`src/rtl/pipe_ctrl_if.sv`:
```
// Bundle of status and latch-control signals between the datapath (master)
// and the pipeline controller (slave).
interface pipe_ctrl_if;
    logic        ihit;
    logic        dhit;
    logic        idex_DRen;
    logic        idex_RegW;
    logic [4:0]  idex_wsel;
    logic        exmem_DRen;
    logic        exmem_DWen;
    logic        exmem_RegW;
    logic [4:0]  exmem_wsel;
    logic        br_taken;
    logic        jr_mem;
    logic        halt_mem;
    logic [4:0]  ifid_rs;
    logic [4:0]  ifid_rt;
    logic        ifid_uses_rt;
    logic        jump_id;

    logic        pc_en;
    logic        ifid_en;
    logic        idex_en;
    logic        exmem_en;
    logic        memwb_en;
    logic        ifid_flush;
    logic        idex_flush;
    logic        exmem_flush;
    logic        dmemREN;
    logic        dmemWEN;
    logic        halt;
    logic [15:0] stall_cnt;

    modport master (
        output ihit, dhit, idex_DRen, idex_RegW, idex_wsel,
               exmem_DRen, exmem_DWen, exmem_RegW, exmem_wsel,
               br_taken, jr_mem, halt_mem,
               ifid_rs, ifid_rt, ifid_uses_rt, jump_id,
        input  pc_en, ifid_en, idex_en, exmem_en, memwb_en,
               ifid_flush, idex_flush, exmem_flush,
               dmemREN, dmemWEN, halt, stall_cnt
    );

    modport slave (
        input  ihit, dhit, idex_DRen, idex_RegW, idex_wsel,
               exmem_DRen, exmem_DWen, exmem_RegW, exmem_wsel,
               br_taken, jr_mem, halt_mem,
               ifid_rs, ifid_rt, ifid_uses_rt, jump_id,
        output pc_en, ifid_en, idex_en, exmem_en, memwb_en,
               ifid_flush, idex_flush, exmem_flush,
               dmemREN, dmemWEN, halt, stall_cnt
    );
endinterface

```
`src/rtl/pipe_ctrl.sv`:
```
// Five-stage pipeline hazard/stall controller with RUN/DWAIT/HALT FSM.
// Define PIPE_FWD_EN when the datapath forwards results: only load-use then stalls.
module pipe_ctrl (
    input  logic        CLK,
    input  logic        RST,
    pipe_ctrl_if.slave  bus
);

    typedef enum logic [1:0] {
        RUN   = 2'd0,
        DWAIT = 2'd1,
        HALT  = 2'd2
    } state_t;

    state_t      state_q, state_d;
    logic        acc_done_q, acc_done_d;
    logic        halt_q, halt_d;
    logic [15:0] stall_cnt_q, stall_cnt_d;

    logic dstall;
    logic freeze;
    logic redirect;
    logic load_use;
    logic hazard;

    logic pc_en, ifid_en, idex_en, exmem_en, memwb_en;
    logic ifid_flush, idex_flush, exmem_flush;
    logic dmem_ren, dmem_wen;

    function automatic logic src_match(input logic [4:0] wsel,
                                       input logic [4:0] rs,
                                       input logic [4:0] rt,
                                       input logic       uses_rt);
        return (wsel != 5'd0) && ((wsel == rs) || (uses_rt && (wsel == rt)));
    endfunction

    always_comb begin
        dstall   = (bus.exmem_DRen | bus.exmem_DWen) & ~bus.dhit & ~acc_done_q;
        freeze   = dstall | ~bus.ihit;
        redirect = bus.br_taken | bus.jr_mem;
        load_use = bus.idex_DRen & bus.idex_RegW &
                   src_match(bus.idex_wsel, bus.ifid_rs, bus.ifid_rt, bus.ifid_uses_rt);
    end

`ifdef PIPE_FWD_EN
    logic fwd_unused;
    assign fwd_unused = ^{bus.exmem_RegW, bus.exmem_wsel};
    assign hazard = load_use;
`else
    // Without forwarding any pending register write in EX or MEM blocks ID.
    assign hazard = load_use
        | (bus.idex_RegW  & src_match(bus.idex_wsel,  bus.ifid_rs, bus.ifid_rt, bus.ifid_uses_rt))
        | (bus.exmem_RegW & src_match(bus.exmem_wsel, bus.ifid_rs, bus.ifid_rt, bus.ifid_uses_rt));
`endif

    always_comb begin
        pc_en       = 1'b1;
        ifid_en     = 1'b1;
        idex_en     = 1'b1;
        exmem_en    = 1'b1;
        memwb_en    = 1'b1;
        ifid_flush  = 1'b0;
        idex_flush  = 1'b0;
        exmem_flush = 1'b0;
        dmem_ren    = bus.exmem_DRen & ~acc_done_q;
        dmem_wen    = bus.exmem_DWen & ~acc_done_q;

        if (RST) begin
            {pc_en, ifid_en, idex_en, exmem_en, memwb_en} = 5'b0;
            {ifid_flush, idex_flush, exmem_flush}         = 3'b111;
            dmem_ren = 1'b0;
            dmem_wen = 1'b0;
        end else if (state_q == HALT) begin
            {pc_en, ifid_en, idex_en, exmem_en, memwb_en} = 5'b0;
            dmem_ren = 1'b0;
            dmem_wen = 1'b0;
        end else if (freeze) begin
            {pc_en, ifid_en, idex_en, exmem_en, memwb_en} = 5'b0;
        end else if (redirect) begin
            {ifid_flush, idex_flush, exmem_flush} = 3'b111;
        end else if (hazard) begin
            pc_en      = 1'b0;
            ifid_en    = 1'b0;
            idex_flush = 1'b1;
        end else if (bus.jump_id) begin
            ifid_flush = 1'b1;
        end
    end

    always_comb begin
        state_d = state_q;
        case (state_q)
            RUN: begin
                if (bus.halt_mem && !freeze) state_d = HALT;
                else if (dstall)             state_d = DWAIT;
            end
            DWAIT: begin
                if (bus.halt_mem && !freeze) state_d = HALT;
                else if (!dstall)            state_d = RUN;
            end
            HALT:    state_d = HALT;
            default: state_d = RUN;
        endcase

        // A completed access is remembered until MEM actually advances.
        acc_done_d = acc_done_q;
        if (memwb_en)
            acc_done_d = 1'b0;
        else if (freeze && bus.dhit && state_q != HALT)
            acc_done_d = 1'b1;

        halt_d = (state_d == HALT);

        stall_cnt_d = stall_cnt_q;
        if (state_q != HALT && !pc_en && stall_cnt_q != 16'hFFFF)
            stall_cnt_d = stall_cnt_q + 16'd1;
    end

    always_ff @(posedge CLK) begin
        if (RST) begin
            state_q     <= RUN;
            acc_done_q  <= 1'b0;
            halt_q      <= 1'b0;
            stall_cnt_q <= 16'd0;
        end else begin
            state_q     <= state_d;
            acc_done_q  <= acc_done_d;
            halt_q      <= halt_d;
            stall_cnt_q <= stall_cnt_d;
        end
    end

    assign bus.pc_en       = pc_en;
    assign bus.ifid_en     = ifid_en;
    assign bus.idex_en     = idex_en;
    assign bus.exmem_en    = exmem_en;
    assign bus.memwb_en    = memwb_en;
    assign bus.ifid_flush  = ifid_flush;
    assign bus.idex_flush  = idex_flush;
    assign bus.exmem_flush = exmem_flush;
    assign bus.dmemREN     = dmem_ren;
    assign bus.dmemWEN     = dmem_wen;
    assign bus.halt        = halt_q;
    assign bus.stall_cnt   = stall_cnt_q;

endmodule

```
`src/flat_wrapper.sv`:
```
// flat-port wrapper written by rule: the top's interface ports become plain ports
module pipe_ctrl_flat 
  (CLK, RST, bus_ihit, bus_dhit, bus_idex_DRen, bus_idex_RegW, bus_idex_wsel, bus_exmem_DRen, bus_exmem_DWen, bus_exmem_RegW, bus_exmem_wsel, bus_br_taken, bus_jr_mem, bus_halt_mem, bus_ifid_rs, bus_ifid_rt, bus_ifid_uses_rt, bus_jump_id, bus_pc_en, bus_ifid_en, bus_idex_en, bus_exmem_en, bus_memwb_en, bus_ifid_flush, bus_idex_flush, bus_exmem_flush, bus_dmemREN, bus_dmemWEN, bus_halt, bus_stall_cnt);
  pipe_ctrl_if bus_i ();
  input  logic CLK;
  input  logic RST;
  input wire logic [$bits(bus_i.ihit)-1:0] bus_ihit;
  input wire logic [$bits(bus_i.dhit)-1:0] bus_dhit;
  input wire logic [$bits(bus_i.idex_DRen)-1:0] bus_idex_DRen;
  input wire logic [$bits(bus_i.idex_RegW)-1:0] bus_idex_RegW;
  input wire logic [$bits(bus_i.idex_wsel)-1:0] bus_idex_wsel;
  input wire logic [$bits(bus_i.exmem_DRen)-1:0] bus_exmem_DRen;
  input wire logic [$bits(bus_i.exmem_DWen)-1:0] bus_exmem_DWen;
  input wire logic [$bits(bus_i.exmem_RegW)-1:0] bus_exmem_RegW;
  input wire logic [$bits(bus_i.exmem_wsel)-1:0] bus_exmem_wsel;
  input wire logic [$bits(bus_i.br_taken)-1:0] bus_br_taken;
  input wire logic [$bits(bus_i.jr_mem)-1:0] bus_jr_mem;
  input wire logic [$bits(bus_i.halt_mem)-1:0] bus_halt_mem;
  input wire logic [$bits(bus_i.ifid_rs)-1:0] bus_ifid_rs;
  input wire logic [$bits(bus_i.ifid_rt)-1:0] bus_ifid_rt;
  input wire logic [$bits(bus_i.ifid_uses_rt)-1:0] bus_ifid_uses_rt;
  input wire logic [$bits(bus_i.jump_id)-1:0] bus_jump_id;
  output wire logic [$bits(bus_i.pc_en)-1:0] bus_pc_en;
  output wire logic [$bits(bus_i.ifid_en)-1:0] bus_ifid_en;
  output wire logic [$bits(bus_i.idex_en)-1:0] bus_idex_en;
  output wire logic [$bits(bus_i.exmem_en)-1:0] bus_exmem_en;
  output wire logic [$bits(bus_i.memwb_en)-1:0] bus_memwb_en;
  output wire logic [$bits(bus_i.ifid_flush)-1:0] bus_ifid_flush;
  output wire logic [$bits(bus_i.idex_flush)-1:0] bus_idex_flush;
  output wire logic [$bits(bus_i.exmem_flush)-1:0] bus_exmem_flush;
  output wire logic [$bits(bus_i.dmemREN)-1:0] bus_dmemREN;
  output wire logic [$bits(bus_i.dmemWEN)-1:0] bus_dmemWEN;
  output wire logic [$bits(bus_i.halt)-1:0] bus_halt;
  output wire logic [$bits(bus_i.stall_cnt)-1:0] bus_stall_cnt;
  assign bus_i.ihit = bus_ihit;
  assign bus_i.dhit = bus_dhit;
  assign bus_i.idex_DRen = bus_idex_DRen;
  assign bus_i.idex_RegW = bus_idex_RegW;
  assign bus_i.idex_wsel = bus_idex_wsel;
  assign bus_i.exmem_DRen = bus_exmem_DRen;
  assign bus_i.exmem_DWen = bus_exmem_DWen;
  assign bus_i.exmem_RegW = bus_exmem_RegW;
  assign bus_i.exmem_wsel = bus_exmem_wsel;
  assign bus_i.br_taken = bus_br_taken;
  assign bus_i.jr_mem = bus_jr_mem;
  assign bus_i.halt_mem = bus_halt_mem;
  assign bus_i.ifid_rs = bus_ifid_rs;
  assign bus_i.ifid_rt = bus_ifid_rt;
  assign bus_i.ifid_uses_rt = bus_ifid_uses_rt;
  assign bus_i.jump_id = bus_jump_id;
  assign bus_pc_en = bus_i.pc_en;
  assign bus_ifid_en = bus_i.ifid_en;
  assign bus_idex_en = bus_i.idex_en;
  assign bus_exmem_en = bus_i.exmem_en;
  assign bus_memwb_en = bus_i.memwb_en;
  assign bus_ifid_flush = bus_i.ifid_flush;
  assign bus_idex_flush = bus_i.idex_flush;
  assign bus_exmem_flush = bus_i.exmem_flush;
  assign bus_dmemREN = bus_i.dmemREN;
  assign bus_dmemWEN = bus_i.dmemWEN;
  assign bus_halt = bus_i.halt;
  assign bus_stall_cnt = bus_i.stall_cnt;
  pipe_ctrl u_core (.CLK(CLK), .RST(RST), .bus(bus_i));
endmodule
```
`config.mk`:
```
export PLATFORM = sky130hd
export DESIGN_NAME = pipe_ctrl_flat
export DESIGN_NICKNAME = d
export VERILOG_FILES = /design/src/rtl/pipe_ctrl_if.sv /design/src/rtl/pipe_ctrl.sv /design/src/flat_wrapper.sv
export SDC_FILE = /design/constraint.sdc
export NUM_CORES = 1
export LEC_CHECK = 0
export BUFFER_PORTS_ARGS = -buffer_cell sky130_fd_sc_hd__buf_2
export CAP_MARGIN = 10
export CORE_ASPECT_RATIO = 1.4
export CORE_UTILIZATION = 50
export DETAILED_ROUTE_END_ITERATION = 12
export GPL_TIMING_DRIVEN = 0
export PLACE_DENSITY = 0.92
export SLEW_MARGIN = 40
export SYNTH_ARGS = -nofsm -noshare
export SYNTH_HDL_FRONTEND = slang
export SYNTH_SLANG_ARGS = --single-unit
```
`constraint.sdc`:
```
create_clock -name CLK -period 3.5 [get_ports CLK]
set_input_delay 0.525 -clock CLK [delete_from_list [all_inputs] [get_ports CLK]]
set_output_delay 0.525 -clock CLK [all_outputs]
set_load 0.01 [all_outputs]
```
==> results_dict.tcl <==
set metrics [dict create \
    clk_latency_ns 0.30 \
    cp-end-kind "output port" \
    synth_edf_count 0 \
    cts_setup_buffers 0 \
    routed_wl_mm 3.33 \
    hp-class "input pin to register" \
    areaGrowthSynthToFinish_pct 27.0 \
    worst_slew_pin_slew_ns 0.495 \
    power_density_mw_per_mm2 288 \
    fillCellCount 227 \
    max_freq_mhz 387 \
    worstPathArrival_ns 2.06 \
    multi_input_area_um2 857 \
    skew_ns 0.00998 \
    synthArstFlopShare_pct 0 \
    drc 0 \
    leakage_nw 0.664 \
    yosys.area_share.simple_pct 23.2 \
    synthXorXnorAreaFrac_pct 17.1 \
    rr_worst_depth 9 \
    port_buffers 59 \
    synth_compound_area_share_pct 23.1 \
    grt_pass1_vias 1358 \
    die_w_um 45.6 \
    synthMuxAreaShare_pct 0 \
    slew_headroom_pct 66.2 \
    num_io_pins 61 \
    crit_chain "buf_2, or4_1, o21a_1, a22oi_1, a21boi_0, o21ai_0, buf_2" \
    dieArea_mm2 0.00288 \
    cts_hold_buf 0 \
    cts_sinks 20 \
    status "finished clean" \
    regArea_um2 400 \
    synthTopCellsByArea "dfxtp_1 30%, xnor2_1 17%, a21oi_1 5.3%" \
    synth_top_family_by_area "simple AND/OR/NAND/NOR gates" \
    vias 1442 \
    antenna_found_initial 0 \
    ys_seq_area_share_pct 30.0 \
    ant_nets 0 \
    synthAdderAreaFrac_pct 0.939 \
    cts_tree "yes" \
    ys_seq_elements 20 \
    fin_setup_tns_ns 0 \
    synth-main-ff-cell "dfxtp_1" \
    holdPathStages 2 \
    grt_pass1_wl_mm 5.36 \
    dp.cells 255 \
    cts_buffers 3 \
    cts-root-buf "clkbuf_4" \
    path_clk_slew_ns 0.10 \
    final_area_mm2 0.00169 \
    grt_usage_pct 24.1 \
    wl_per_cell_um 12.9 \
    utilization_pct 68.5 \
    core_area_mm2 0.00247 \
    final_cells 258 \
    start_kind "input pin" \
    cts.repair.resized 0 \
    rsz0062_at_grt "false" \
    syn-instance-count 162 \
    setup_viol 0 \
    crit_type "input pin to output port" \
    holdWs_ns 0.434 \
    timing.max_cap.violations 0 \
    hpwl_mm 2.70 \
    crit_required_ns 2.97 \
    syn-cell-area_mm2 0.00133 \
    fin_crit_sh_pct 73.9 \
    synth_fp_nets 197 \
    ys_types 40 \
    crit_path_max_fanout 3 \
    overflow 0 \
    num_antenna_cells 0 \
    nets 261 \
    vias_per_cell 5.59 \
    drive_gt1_share_pct 34.8 \
    yosysTopAreaCell "dfxtp_1" \
    ir_worst_vdd_mv 0.252 \
    htreeDepth 1 \
    finalHoldViolCount 0 \
    start_util_pct 54.0 \
    first_pass_iters 4 \
    dieHeight_um 63.1 \
    cp_slowest_cell "or4_1" \
    grt_max_degree 11 \
    cpMostUsedCell "buf_2" \
    initialDrtViolationCount 26 \
    worst_path_largest_cell_delay_ns 0.52 \
    drv_slew 0 \
    place_area_mm2 0.00167 \
    avgSynthCellArea_um2 8.23 \
    synth_top_area_share_pct 30.0 \
    finalWeightedCongestion 0.779 \
    period_minus_slack_ns 2.59 \
    core.rowCount 21 \
    clk_path_buf_depth 2 \
    yosys_warnings 0 \
]
==> metrics by stage <==
| step | setup WS [ns] | power, mW |
|---|---|---|
| global route | 0.811 | 0.508 |
| finish | 0.914 | 0.488 |
| CTS | 0.916 | 0.487 |
| global placement | 0.944 | 0.381 |
| detailed placement | 0.919 | 0.384 |
| floorplan | 1.14 | 0.329 |
==> report_power, final <==
part | internal (mW) | switching, mW
Sequential | 0.236 | 0.00777
Combinational | 0.0668 | 0.0688
Clock | 0.0402 | 0.0689
==> cell usage after synthesis (all sizes together) (3+ instances only) <==
cell and count:
o21ai 8, or3 5, o31ai 3, a21oi 14
or4 5, nand2 11, inv 5, xnor2 26
dfxtp 20, nand4 6, a211oi 4, nand3 9
buf 6, nor2 11
==> metal layers <==
layer	vias up	track usage, %	routed length, um
met5	-	0	0
met4	0	5.30	29
met3	5	4.30	195
met2	43	46.3	1810
met1	679	25.0	1300
li1	715	-	-
==> logic make-up (layout without fill, tap and decap cells) <==
logic type	Yosys count	in the layout
AOI/OAI and AO/OA	44	44
adders and majority gates	1	1
DFF	20	20
buffers and inverters	13	75
xor gates and xnor gates	26	26
and+or+nand+nor	58	58
==> worst max-delay path, delay by kind of cell <==
kind | cells | cell delay, ns
compound gates | 4 | 0.75
simple gates | 1 | 0.52
buf+inv | 2 | 0.27
==> placed cells by master (no fill, tap or decap), drive strengths merged, types with 2 or more instances in the layout <==
| master | instances |
|---|---|
| buf | 65 |
| xnor2 | 26 |
| dfxtp | 20 |
| a21oi | 14 |
| nand2 | 11 |
| nor2 | 11 |
| nand3 | 9 |
| o21ai | 8 |
| nand4 | 6 |
| inv | 5 |
| or4 | 5 |
| or3 | 5 |
| clkbuf | 5 |
| a211oi | 4 |
| o31ai | 3 |
| nand2b | 2 |
| o21a | 2 |
| o22ai | 2 |
| and3 | 2 |
| or2 | 2 |
| o21bai | 2 |
==> path summary, 6_finish.rpt <==
kind | from | endpoint | slack, ns
worst min-delay path | bus_ihit | u_core.acc_done_q$_SDFFE_PP0P_ | 0.43
worst max register to register | u_core.bus.stall_cnt[0]$_SDFFE_PP0P_ | u_core.bus.stall_cnt[9]$_SDFFE_PP0P_ | 1.04
worst max-delay path | bus_exmem_wsel[0] | bus_ifid_flush | 0.91
worst min register to register | u_core.state_q[1]$_SDFF_PP0_ | u_core.state_q[0]$_SDFF_PP0_ | 0.48
==> flip-flops by register name, indices dropped and copies added (netlist names) <==
register              count
u_core.bus.stall_cnt     16
u_core.state_q            2
u_core.acc_done_q         1
u_core.bus.halt           1
==> cell type report <==
type	instances	share of cell area, %
buffer	8	3.33
tap	34	2.51
clock buffer	3	1.33
timing repair buffer	59	17.4
multi-input combinational	129	50.6
sequential	20	23.7
inverter	5	1.11
Note: power is estimated with default switching activity, not from simulation.
